### src/rtl/cond_unit_if.sv
// Execute-to-memory boundary bus for cond_unit.
// The master drives the execute-side instruction; the slave (cond_unit) returns the gated memory-stage view.
interface cond_unit_if #(
    parameter int DATA_W = 32,
    parameter int REG_AW = 4
);
    logic              valid_in;
    logic              stall;
    logic              flush;
    logic [3:0]        cond;
    logic [1:0]        alu_op;
    logic [3:0]        alu_flags;
    logic              flag_w;
    logic              reg_w_in;
    logic              mem_w_in;
    logic              pc_s_in;
    logic [DATA_W-1:0] alu_result;
    logic [REG_AW-1:0] wa_in;
    logic              cond_ex;
    logic [3:0]        flags;
    logic              valid_out;
    logic              reg_w_out;
    logic              mem_w_out;
    logic              pc_s_out;
    logic [DATA_W-1:0] result_q;
    logic [REG_AW-1:0] wa_q;

    modport master (
        output valid_in, stall, flush, cond, alu_op, alu_flags, flag_w,
               reg_w_in, mem_w_in, pc_s_in, alu_result, wa_in,
        input  cond_ex, flags, valid_out, reg_w_out, mem_w_out, pc_s_out,
               result_q, wa_q
    );

    modport slave (
        input  valid_in, stall, flush, cond, alu_op, alu_flags, flag_w,
               reg_w_in, mem_w_in, pc_s_in, alu_result, wa_in,
        output cond_ex, flags, valid_out, reg_w_out, mem_w_out, pc_s_out,
               result_q, wa_q
    );
endinterface

### src/rtl/cond_unit.sv
// Condition unit: holds NZCV, evaluates the condition field and gates write enables at the EX/MEM boundary.
// Optional macro COND_PARTIAL_FLAGS_EN: logical ops (alu_op 1x) update only N and Z.
module cond_unit #(
    parameter int DATA_W = 32,
    parameter int REG_AW = 4
) (
    input  logic        clk,
    input  logic        reset_n,
    cond_unit_if.slave  bus
);
    logic [3:0]        r_flags;
    logic              r_valid;
    logic              r_regW;
    logic              r_memW;
    logic              r_pcS;
    logic [DATA_W-1:0] r_result;
    logic [REG_AW-1:0] r_wa;

    logic              w_condEx;
    logic              w_fire;
    logic [3:0]        w_flagsNext;
    logic              w_n, w_z, w_c, w_v;

    assign w_n = r_flags[3];
    assign w_z = r_flags[2];
    assign w_c = r_flags[1];
    assign w_v = r_flags[0];

    // Condition is evaluated against the committed flags only, never the ALU's in-flight flags.
    always_comb begin
        w_condEx = 1'b0;
        case (bus.cond)
            4'b0000: w_condEx = w_z;
            4'b0001: w_condEx = ~w_z;
            4'b0010: w_condEx = w_c;
            4'b0011: w_condEx = ~w_c;
            4'b0100: w_condEx = w_n;
            4'b0101: w_condEx = ~w_n;
            4'b0110: w_condEx = w_v;
            4'b0111: w_condEx = ~w_v;
            4'b1000: w_condEx = w_c & ~w_z;
            4'b1001: w_condEx = ~w_c | w_z;
            4'b1010: w_condEx = (w_n == w_v);
            4'b1011: w_condEx = (w_n != w_v);
            4'b1100: w_condEx = ~w_z & (w_n == w_v);
            4'b1101: w_condEx = w_z | (w_n != w_v);
            4'b1110: w_condEx = 1'b1;
            default: w_condEx = 1'b0;
        endcase
    end

    assign w_fire = bus.valid_in & w_condEx;

    always_comb begin
        w_flagsNext = bus.alu_flags;
`ifdef COND_PARTIAL_FLAGS_EN
        if (bus.alu_op[1]) begin
            w_flagsNext = {bus.alu_flags[3:2], r_flags[1:0]};
        end
`endif
    end

    // Flush beats stall; result/address are don't-care on flush so they simply hold.
    always_ff @(posedge clk or negedge reset_n) begin
        if (!reset_n) begin
            r_flags  <= 4'b0000;
            r_valid  <= 1'b0;
            r_regW   <= 1'b0;
            r_memW   <= 1'b0;
            r_pcS    <= 1'b0;
            r_result <= '0;
            r_wa     <= '0;
        end else if (bus.flush) begin
            r_valid  <= 1'b0;
            r_regW   <= 1'b0;
            r_memW   <= 1'b0;
            r_pcS    <= 1'b0;
        end else if (!bus.stall) begin
            r_valid  <= bus.valid_in;
            r_regW   <= w_fire & bus.reg_w_in;
            r_memW   <= w_fire & bus.mem_w_in;
            r_pcS    <= w_fire & bus.pc_s_in;
            r_result <= bus.alu_result;
            r_wa     <= bus.wa_in;
            if (w_fire && bus.flag_w) begin
                r_flags <= w_flagsNext;
            end
        end
    end

    assign bus.cond_ex   = w_condEx;
    assign bus.flags     = r_flags;
    assign bus.valid_out = r_valid;
    assign bus.reg_w_out = r_regW;
    assign bus.mem_w_out = r_memW;
    assign bus.pc_s_out  = r_pcS;
    assign bus.result_q  = r_result;
    assign bus.wa_q      = r_wa;
endmodule

### src/flat_wrapper.sv
// flat-port wrapper written by rule: the top's interface ports become plain ports
module cond_unit_flat 
#(
    parameter int DATA_W = 32,
    parameter int REG_AW = 4
)
  (clk, reset_n, bus_valid_in, bus_stall, bus_flush, bus_cond, bus_alu_op, bus_alu_flags, bus_flag_w, bus_reg_w_in, bus_mem_w_in, bus_pc_s_in, bus_alu_result, bus_wa_in, bus_cond_ex, bus_flags, bus_valid_out, bus_reg_w_out, bus_mem_w_out, bus_pc_s_out, bus_result_q, bus_wa_q);
  cond_unit_if #(.DATA_W(DATA_W), .REG_AW(REG_AW)) bus_i ();
  input  logic clk;
  input  logic reset_n;
  input wire logic [$bits(bus_i.valid_in)-1:0] bus_valid_in;
  input wire logic [$bits(bus_i.stall)-1:0] bus_stall;
  input wire logic [$bits(bus_i.flush)-1:0] bus_flush;
  input wire logic [$bits(bus_i.cond)-1:0] bus_cond;
  input wire logic [$bits(bus_i.alu_op)-1:0] bus_alu_op;
  input wire logic [$bits(bus_i.alu_flags)-1:0] bus_alu_flags;
  input wire logic [$bits(bus_i.flag_w)-1:0] bus_flag_w;
  input wire logic [$bits(bus_i.reg_w_in)-1:0] bus_reg_w_in;
  input wire logic [$bits(bus_i.mem_w_in)-1:0] bus_mem_w_in;
  input wire logic [$bits(bus_i.pc_s_in)-1:0] bus_pc_s_in;
  input wire logic [$bits(bus_i.alu_result)-1:0] bus_alu_result;
  input wire logic [$bits(bus_i.wa_in)-1:0] bus_wa_in;
  output wire logic [$bits(bus_i.cond_ex)-1:0] bus_cond_ex;
  output wire logic [$bits(bus_i.flags)-1:0] bus_flags;
  output wire logic [$bits(bus_i.valid_out)-1:0] bus_valid_out;
  output wire logic [$bits(bus_i.reg_w_out)-1:0] bus_reg_w_out;
  output wire logic [$bits(bus_i.mem_w_out)-1:0] bus_mem_w_out;
  output wire logic [$bits(bus_i.pc_s_out)-1:0] bus_pc_s_out;
  output wire logic [$bits(bus_i.result_q)-1:0] bus_result_q;
  output wire logic [$bits(bus_i.wa_q)-1:0] bus_wa_q;
  assign bus_i.valid_in = bus_valid_in;
  assign bus_i.stall = bus_stall;
  assign bus_i.flush = bus_flush;
  assign bus_i.cond = bus_cond;
  assign bus_i.alu_op = bus_alu_op;
  assign bus_i.alu_flags = bus_alu_flags;
  assign bus_i.flag_w = bus_flag_w;
  assign bus_i.reg_w_in = bus_reg_w_in;
  assign bus_i.mem_w_in = bus_mem_w_in;
  assign bus_i.pc_s_in = bus_pc_s_in;
  assign bus_i.alu_result = bus_alu_result;
  assign bus_i.wa_in = bus_wa_in;
  assign bus_cond_ex = bus_i.cond_ex;
  assign bus_flags = bus_i.flags;
  assign bus_valid_out = bus_i.valid_out;
  assign bus_reg_w_out = bus_i.reg_w_out;
  assign bus_mem_w_out = bus_i.mem_w_out;
  assign bus_pc_s_out = bus_i.pc_s_out;
  assign bus_result_q = bus_i.result_q;
  assign bus_wa_q = bus_i.wa_q;
  cond_unit #(.DATA_W(DATA_W), .REG_AW(REG_AW)) u_core (.clk(clk), .reset_n(reset_n), .bus(bus_i));
endmodule
### config.mk
export PLATFORM = sky130hd
export DESIGN_NAME = cond_unit_flat
export DESIGN_NICKNAME = d
export VERILOG_FILES = /design/src/rtl/cond_unit_if.sv /design/src/rtl/cond_unit.sv /design/src/flat_wrapper.sv
export SDC_FILE = /design/constraint.sdc
export NUM_CORES = 1
export LEC_CHECK = 0
export ABC_AREA = 1
export BUFFER_PORTS_ARGS = -buffer_cell sky130_fd_sc_hd__buf_2
export CAP_MARGIN = 20
export CORE_MARGIN = 8
export CORE_UTILIZATION = 50
export CTS_BUF_LIST = sky130_fd_sc_hd__clkbuf_8
export CTS_CLUSTER_DIAMETER = 120
export CTS_CLUSTER_SIZE = 10
export DETAILED_ROUTE_END_ITERATION = 12
export GPL_ROUTABILITY_DRIVEN = 0
export PLACE_DENSITY = 0.95
export SKIP_LAST_GASP = 1
export SLEW_MARGIN = 20
export SYNTH_ARGS = -nofsm -noshare
export SYNTH_HDL_FRONTEND = slang
export SYNTH_SLANG_ARGS = --single-unit
### constraint.sdc
create_clock -name clk -period 2.5 [get_ports clk]
set_input_delay 0.375 -clock clk [delete_from_list [all_inputs] [get_ports clk]]
set_output_delay 0.375 -clock clk [all_outputs]
set_load 0.05 [all_outputs]
==> flow_summary.toml, run 1 <==
[synthesis]
ys_types = 20
synth.net_count = 295
yosys.area_share.simple_pct = 37.3
ys_ff_latch = 44
muxShareOfSynthArea_pct = 0
synth_area_mm2 = 0.00192
synth-xor-area-share_pct = 0
yosysWarnings = 0
synth_top_family_by_area = "simple AND/OR/NAND/NOR gates"
ys_seq_area_share_pct = 57.3
synth_area_leader_cell = "dfrtp_1"
syn_avg_cell_area_um2 = 8.00
synth_area_leaders = "dfrtp_1 (57%), nand2_1 (28%), nand3_1 (2.6%)"
synth_compound_area_share_pct = 1.24
synth_top_area_share_pct = 57.3
synthCells = 240
synthAdderAreaFrac_pct = 0

[timing]
max-slew-margin-rel_pct = 38.3
clock.fmax_ghz = 0.498
rsz0062_at_grt = "no"
finalCritPeriodShare_pct = 80.3
slew_violations = 0
tns_ns = 0
finalHoldViolCount = 0
fin_worst_skew_ns = 0.000352
worst_pin_slew_ns = 0.925
setup_viol = 0
finalCriticalPeriod_ns = 2.01

[worst_setup_path]
crit_fanout = 9
cp_common_cell = "nand2_1"
critPathLaunchType = "register"
path_class = "reg2out"
crit_chain = "inv_1, nand2_1, nand3_1, nand2_1, nand2_1, nand2_2, nor2_4, nand2_4, buf_2"
cp_top_family = "simple AND/OR/NAND/NOR gates"
r2r_cells = 11
critPathRequiredTime_ns = 2.12
r2r-start = "u_core.bus.flags[3]"
crit_buf_inv = 2
cp_data_arrival_time_ns = 1.63
cpPeakStageDelay_ns = 0.41
critPathSlowestCell = "dfrtp_1"
rrSetupSlack_ns = 1.12
endpoint_kind = "output pin"
rr_endpoint = "u_core.bus.flags[1]"

[cells_and_area]
area_growth_pct = 33.9
nFillCells = 311
layoutNonFillerInstCount = 388
diodes = 0
drive_above_1_share_pct = 35.0
fin_area_mm2 = 0.00257
nets = 394
final_cell_mix = "nand2_1 (142), buf_2 (97), dfrtp_1 (44)"
final_common_cell = "nand2_1"

[floorplan]
start_util_pct = 52.1
dieHeight_um = 78.0
ios = 100
rows = 22
design.die.area_mm2 = 0.00608
die_width_um = 78.0
coreArea_mm2 = 0.00369

[cts]
cts_setup_buffers = 0
holdBufCountCts = 0
cts_buffers = 5
root_buffer = "clkbuf_8"
ctsResizeCount = 0
cts.path.max_buffers = 2
htreeDepth = 2
clk_pin_slew_ns = 0.08
cts_sinks = 44
cts_tree = "done"
clk_latency_ns = 0.29

[route]
first_pass_iters = 4
vias = 1831
drt_iter0_drc = 119
drc = 0
antenna_left = 0
routedWlPerCell_um = 13.0
viasPerCell = 4.72
routed_wl_um = 5040

[pwr]
p_leak_nw = 1.55
p_total_w = 0.00221
power_density_mw_per_mm2 = 859
vdd_drop_max_v = 0.000572

[run_status]
run_status = "finished clean"

[placement]
hpwl_um = 3930
place_area_mm2 = 0.00245
placed_cells = 380
io_buffer_count = 97

[hold_path]
worstHoldPathType = "in2async"

[global_route]
grt_use_total_pct = 16.9
overflow = 0
grt_pass1_vias = 1893
antenna_found_initial = 1
grt_pass1_wl_um = 8440
grt_max_degree = 45

[job]
maxCapViolations = 0
-- cell usage after synthesis (all sizes together) --
library cell / count
inv: 11
clkbuf: 3
nor3: 1
nand2: 145
buf: 4
dfrtp: 44
o21ai: 2
a21oi: 2
nand4: 4
nand3: 11
nor2: 11
clkinv: 2
-- worst max path at each step --
stage | from | slack (ns) | depth (start not counted) | end
after CTS | u_core.bus.flags[3] | 0.48 | 9 | bus_cond_ex
after global placement | bus_cond[1] | 0.74 | 10 | bus_cond_ex
final | u_core.bus.flags[3] | 0.49 | 9 | bus_cond_ex
after floorplan | u_core.bus.flags[1] | 0.75 | 7 | bus_cond_ex
after global routing | u_core.bus.flags[3] | 0.33 | 9 | bus_cond_ex
after detailed placement | bus_cond[0] | 0.69 | 10 | bus_cond_ex
-- kinds of logic after synthesis --
family,Yosys count
buffers and inverters,20
and+or+nand+nor,172
AOI/OAI and AO/OA,4
DFF,44
-- where the power goes --
group | switching, W | internal, W | total [W]
clock network | 0.000234 | 0.000327 | 0.000561
logic | 0.000590 | 0.000177 | 0.000767
registers | 0.0000713 | 0.000810 | 0.000882
-- through the flow --
stage               util [%]  worst slack [ns]  hold slack (ns)
floorplan                  -             0.751           0.0794
global placement        66.4             0.745            0.449
detailed placement      66.4             0.694            0.454
CTS                     69.7             0.477            0.246
global route            69.7             0.332            0.266
finish                  69.7             0.493            0.216
-- metal layers --
| layer | wire (µm) | vias to the layer above | GRT usage, % | part of all wire (%) |
|---|---|---|---|---|
| met2 | 2500 | 62 | 28.9 | 50 |
| met3 | 556 | 11 | 8.87 | 11 |
| met4 | 72 | 2 | 5.74 | 1.4 |
| li1 | - | 924 | - | - |
| met1 | 1900 | 832 | 17.4 | 38 |
| met5 | 12 | - | 0 | 0.24 |
-- worst reg2reg max path: cells and delay by family, from the launching register on --
kind	cells	cell delay, ns
buffers and inverters	1	0.07
flip-flops	1	0.41
AND/OR/NAND/NOR	10	0.80
-- sequential cells by signal, summed over array words and instances, names as in the netlist --
signal / cells
u_core.bus.wa_q: 4
u_core.bus.flags: 4
u_core.bus.result_q: 32
u_core.bus.mem_w_out: 1
u_core.bus.pc_s_out: 1
u_core.bus.valid_out: 1
u_core.bus.reg_w_out: 1
-- area by class of cell --
cell class                 instances  area [µm²]  area share, %
inverter                          13        48.8           1.90
sequential                        44        1100           42.8
clock buffer                       6        82.6           3.21
clock inverter                     2        38.8           1.51
tap                               48        60.1           2.34
multi-input combinational        176         739           28.8
timing repair buffer              99         500           19.5
Note: power is estimated with default switching activity, not from simulation.
==> inputs of run 2 (changes only) <==
- ABC_AREA: 1 -> 0
- CORE_UTILIZATION: 50 -> 46
- PLACE_DENSITY: 0.95 -> 0.93
- clock period: 2.5 -> 2.05 ns (I/O delays scaled with it)
==> run 2 against run 1 <==
- count of clock-buffer cells in the layout shrank 1
- utilization shrank 3.7 points
- sequential cell count is the same
- cell area grew 2.7%
- register-to-register slack lost 1.1 ns
- cell count shrank 25%
- hold slack gained 0.017 ns
- critical endpoint is now u_core.bus.flags[0]
==> flow_summary.toml, run 2 <==
[cts]
htreeDepth = 2
clk_latency_ns = 0.28
root_buffer = "clkbuf_8"
cts_sinks = 44
cts_tree = "done"
clk_pin_slew_ns = 0.08
cts.path.max_buffers = 2
cts_buffers = 5

[synthesis]
synth_top_area_share_pct = 57.8
ys_seq_area_share_pct = 57.8
synth_edf_count = 0
synthTopCellsByCount = "dfrtp_1 (44), mux2_2 (40), nor2_1 (4), a32o_1 (3), clkbuf_1 (3)"
syn_avg_cell_area_um2 = 14.5
yosysWarnings = 0
ys_types = 31
ys_ff_latch = 44
synth_most_common_cell = "dfrtp_1"
synth_area_leader_cell = "dfrtp_1"
synth_area_leaders = "dfrtp_1 (58%), mux2_2 (24%), a32o_1 (1.6%)"
synthCells = 131
synth_ff_type = "dfrtp_1"
synthArstFlopShare_pct = 100
synth.net_count = 186
synth_area_mm2 = 0.00190

[pwr]
vdd_drop_max_v = 0.000581
combPwrFrac_pct = 42.8
p_clk_share_pct = 17.2
p_leak_nw = 1.29
pwr-share-seq_pct = 40.0
p_sw_share_pct = 41.9
p_int_w = 0.00165
p_total_w = 0.00285
power_density_mw_per_mm2 = 1080
power.switching_w = 0.00119

[route]
viasPerCell = 5.00
vias = 1450
routed_wl_um = 4800
drt_iter0_drc = 24
first_pass_iters = 4
drc = 0
antenna_left = 0
routedWlPerCell_um = 16.5

[floorplan]
die_width_um = 80.3
start_util_pct = 47.6
design.die.area_mm2 = 0.00645
ios = 100
coreArea_mm2 = 0.00400
dieHeight_um = 80.3
rows = 23

[cells_and_area]
finalCoreUtilization_pct = 66.0
largest_reg_flops = 32
area_growth_pct = 38.7
drive_above_1_share_pct = 69.2
final_common_cell = "buf_2"
final_cell_mix = "buf_2 (96), dfrtp_1 (42), mux2_2 (39)"
nets = 295
diodes = 0

[job]
maxCapViolations = 0

[worst_setup_path]
crit_chain = "and4bb_2, nor3_1, a311o_1, buf_4, a31oi_4, mux2_2"
crit_fanout = 8
cp_data_arrival_time_ns = 2.22
critPathLaunchType = "register"
critPathSlowestCell = "dfrtp_2"
endpoint_kind = "register"
critPathRequiredTime_ns = 2.22
path_class = "reg2reg"
cpPeakStageDelay_ns = 0.47

[placement]
hpwl_um = 3550
io_buffer_count = 97

[timing]
fin_worst_skew_ns = 0.00238
finalCriticalPeriod_ns = 2.05
tns_ns = 0
clock.fmax_ghz = 0.488
worst_pin_slew_ns = 0.450
rsz0062_at_grt = "yes"
finalHoldViolCount = 0
setup_viol = 0
slew_violations = 0
finalCritPeriodShare_pct = 99.9
max-slew-margin-rel_pct = 70.0

[run_status]
run_status = "finished clean"

[global_route]
grt_use_total_pct = 14.9
overflow = 0
grt_pass1_wl_um = 7600
grt_max_degree = 37
antenna_found_initial = 0
grt_pass1_vias = 1606

[hold_path]
worstHoldPathType = "in2reg"
[run 2: changes by cell type in the layout (fill, tap and decap cells not counted), moves of 4 or more]
cell / before / now
mux2_2: 0 / 39
nand3_1: 10 / 1
inv_1: 8 / 2
nand4_1: 4 / 0
nand2_1: 142 / 2
buf_4: 2 / 10
[run 2: what timing repair did]
| action | CTS | global route |
|---|---|---|
| setup endpoints to repair | 1 | 5 |
| hold endpoints to repair | 14 | 0 |
| pin swaps | 2 | 3 |
| resized for setup | 4 | 2 |
| setup buffers | 3 | 2 |
| hold buffers | 1 | 0 |
[run 2: layout make-up]
| type | count | area, µm² |
|---|---|---|
| inverter | 1 | 3.75 |
| fill | 293 | 1360 |
| timing repair buffer | 108 | 581 |
| clock inverter | 2 | 8.76 |
| tap | 50 | 62.6 |
| clock buffer | 5 | 68.8 |
| multi-input combinational | 80 | 813 |
| sequential | 44 | 1100 |
[run 2: through the flow]
stage	std cells	worst slack (ns)	hold WS (ns)	area, µm²
after floorplan	131	0.00321	0.0119	1930
after global placement	277	0.112	0.225	2490
after detailed placement	277	0.0938	0.224	2490
after CTS	288	0.00148	0.221	2620
after global routing	290	-0.0582	0.217	2640
final	290	0.00104	0.234	2640
[run 2: power groups by stage]
stage,clock (W),combinational [W],sequential [W]
finish,0.000490,0.00122,0.00114
global route,0.000553,0.00128,0.00116
CTS,0.000513,0.00119,0.00114
detailed placement,0,0.00114,0.00115
global placement,0,0.00112,0.00113
floorplan,0,0.000357,0.00163
[run 2: cell families (layout without fill, tap and decap cells)]
kind of cell           Yosys count  after routing  share of synthesized area (%)
AO/OA/AOI/OAI                   12             12                           6.18
multiplexers                    42             42                           24.7
buffers and inverters            7            116                           1.91
flip-flops                      44             44                           57.8
AND/OR/NAND/NOR                 23             23                           8.02
XOR/XNOR                         3              3                           1.38
[run 2: critical path, delay by kind of cell (launching register included)]
| family | cells | cell delay, ns |
|---|---|---|
| AO/OA/AOI/OAI | 2 | 0.59 |
| buffers and inverters | 1 | 0.16 |
| flip-flops | 1 | 0.47 |
| multiplexers | 1 | 0.37 |
| AND/OR/NAND/NOR | 2 | 0.35 |
[run 2: worst paths after layout]
kind / start / end / slack [ns] / cells after the start
min in group asynchronous: reset_n / u_core.bus.result_q[1] / 0.49 / 2
setup reg to reg: u_core.bus.flags[0] / u_core.bus.flags[0] / 0.001 / 6
setup / recovery: u_core.bus.flags[0] / u_core.bus.flags[0] / 0.001 / 6
hold reg to reg: u_core.bus.mem_w_out / u_core.bus.mem_w_out / 0.50 / 1
max in group asynchronous: reset_n / u_core.bus.flags[0] / 1.02 / 3
hold / removal: bus_flush / u_core.bus.valid_out / 0.23 / 2
[run 2: layer usage]
layer  wire length [µm]  vias up  GRT usage, %
met1               1750      692          15.4
met3                696        2          9.82
met4                 17        0          4.36
li1                   -      688             -
met2               2330       68          24.0
met5                  0        -             0
==> inputs of run 3 (changes only) <==
- CORE_UTILIZATION: 46 -> 29
- PLACE_DENSITY: 0.93 -> 0.68
- SETUP_SLACK_MARGIN: unset -> 0.2
- clock period: 2.05 -> 2.2 ns (I/O delays scaled with it)
==> run 3 against run 2 <==
- sequential cell count stayed put
- clock skew barely moved
- total power is 1.2% lower
- clock power up 24%
- utilization down 23 points
- hold slack better by 0.014 ns
- critical path depth down 1
- register-to-register slack improved by 0.11 ns
- count of clock-buffer cells in the layout unchanged
- first-iteration DRC count is 25% higher
- critical path type is now reg2out
==> flow_summary.toml, run 3 (synthesis results as in run 2) <==
[run_status]
run_status = "finished clean"

[pwr]
p_sw_share_pct = 40.1
p_clk_share_pct = 21.6
power_density_mw_per_mm2 = 1040
p_int_w = 0.00168
power.switching_w = 0.00113
combPwrFrac_pct = 41.1
pwr-share-seq_pct = 37.3
p_leak_nw = 1.30
vdd_drop_max_v = 0.000346

[placement]
place_area_mm2 = 0.00250
hpwl_um = 3570
pre_cts_slack_ns = 0.140
placed_cells = 301
io_buffer_count = 97

[worst_setup_path]
critPathLaunchType = "register"
critPathRequiredTime_ns = 1.87
rrSetupSlack_ns = 0.11
crit_fanout = 7
path_class = "reg2out"
endpoint_kind = "output pin"
cp_data_arrival_time_ns = 1.77

[timing]
fin_ws_ns = 0.101
slew_violations = 0
fin_worst_skew_ns = 0.00286
worst_pin_slew_ns = 0.507
tns_ns = 0
max-slew-margin-rel_pct = 66.2
rsz0062_at_grt = "yes"
finalCritPeriodShare_pct = 95.4
finalCriticalPeriod_ns = 2.10
setup_viol = 0
clock.fmax_ghz = 0.476
finalHoldViolCount = 0

[route]
routedWlPerCell_um = 14.7
routed_wl_um = 4680
drc = 0
viasPerCell = 4.61
vias = 1460
drt_iter0_drc = 30
antenna_left = 0
first_pass_iters = 2

[floorplan]
coreArea_mm2 = 0.00635
start_util_pct = 30.0
die_width_um = 97.0
dieHeight_um = 97.0
rows = 29
ios = 100
design.die.area_mm2 = 0.00942

[cells_and_area]
finalCoreUtilization_pct = 42.6
nets = 294
final_cell_mix = "buf_2 (96), dfrtp_1 (42), mux2_2 (39)"
diodes = 0
drive_above_1_share_pct = 69.6
final_common_cell = "buf_2"
area_growth_pct = 41.9
nFillCells = 618
fin_area_mm2 = 0.00270
layoutNonFillerInstCount = 317
largest_reg_flops = 32

[global_route]
grt_pass1_vias = 1605
overflow = 0
grt_use_total_pct = 10.0
antenna_found_initial = 0
grt_pass1_wl_um = 7930
grt_max_degree = 37

[job]
maxCapViolations = 0

[cts]
cts_buffers = 5
cts_tree = "done"
htreeDepth = 2
cts.path.max_buffers = 2
clk_latency_ns = 0.29
clk_pin_slew_ns = 0.08
cts_sinks = 44
root_buffer = "clkbuf_8"

[hold_path]
worstHoldPathType = "in2reg"
[run 3: cell count changes in the layout (fill, tap and decap cells not counted)]
cell,change
buf_6,+1
o21ai_0,-1
nor3_1,-1
clkinvlp_4,+1
buf_4,-2
o21ai_1,+1
inv_1,-1
nor3_2,+1
a32oi_1,+1
bufinv_16,+1
a32oi_2,-1
[run 3: final cells by class]
class | count | area (µm²) | area share [%]
inverter | 1 | 3.75 | 0.139
clock inverter | 3 | 42.5 | 1.57
timing repair buffer | 107 | 577 | 21.3
clock buffer | 5 | 68.8 | 2.55
multi-input combinational | 80 | 811 | 30.0
sequential | 44 | 1100 | 40.8
tap | 77 | 96.3 | 3.56
[run 3: path summary, 6_finish.rpt]
| kind | startpoint | to | cells past startpoint |
|---|---|---|---|
| setup / recovery | u_core.bus.flags[0] | bus_cond_ex | 5 |
| hold / removal | bus_flush | u_core.bus.valid_out | 2 |
| setup reg to reg | u_core.bus.flags[0] | u_core.bus.flags[2] | 6 |
| hold reg to reg | u_core.bus.reg_w_out | u_core.bus.reg_w_out | 1 |
| max in group asynchronous | reset_n | u_core.bus.result_q[27] | 3 |
| min in group asynchronous | reset_n | u_core.bus.result_q[26] | 2 |
[run 3: what timing repair did]
item | CTS | global route
setup endpoints to repair | 1 | 5
resized for setup | 5 | 3
hold endpoints to repair | 20 | 0
hold buffers | 1 | 0
buffers inserted | 6 | 1
pin swaps | 2 | 3
[run 3: worst max-delay path, stage by stage, from the launching register on]
cell	delay [ns]
dfrtp_2	0.46
and4bb_2	0.32
nor3_2	0.05
a311o_1	0.41
nand3_4	0.10
buf_8	0.15
[run 3: power by group through the flow]
stage | Combinational (W) | Clock (W) | Sequential [W]
finish | 0.00116 | 0.000607 | 0.00105
global route | 0.00122 | 0.000671 | 0.00108
CTS | 0.00115 | 0.000647 | 0.00105
detailed placement | 0.00106 | 0 | 0.00107
global placement | 0.00104 | 0 | 0.00106
floorplan | 0.000338 | 0 | 0.00152
[run 3: layer usage]
metal	global-route usage (%)	up-vias	wire length (µm)	share of wire (%)
met5	0	-	0	0
met4	3.20	0	27	0.58
met3	4.62	2	419	9.0
met2	17.4	50	2460	53
met1	10.4	716	1770	38
li1	-	692	-	-
[run 3: per-stage QoR]
step,power (W),hold slack (ns)
6_report,0.00281,0.247
5_1_grt,0.00297,0.242
4_1_cts,0.00285,0.232
3_5_place_dp,0.00212,0.313
3_3_place_gp,0.00210,0.314
2_1_floorplan,0.00186,0.0344
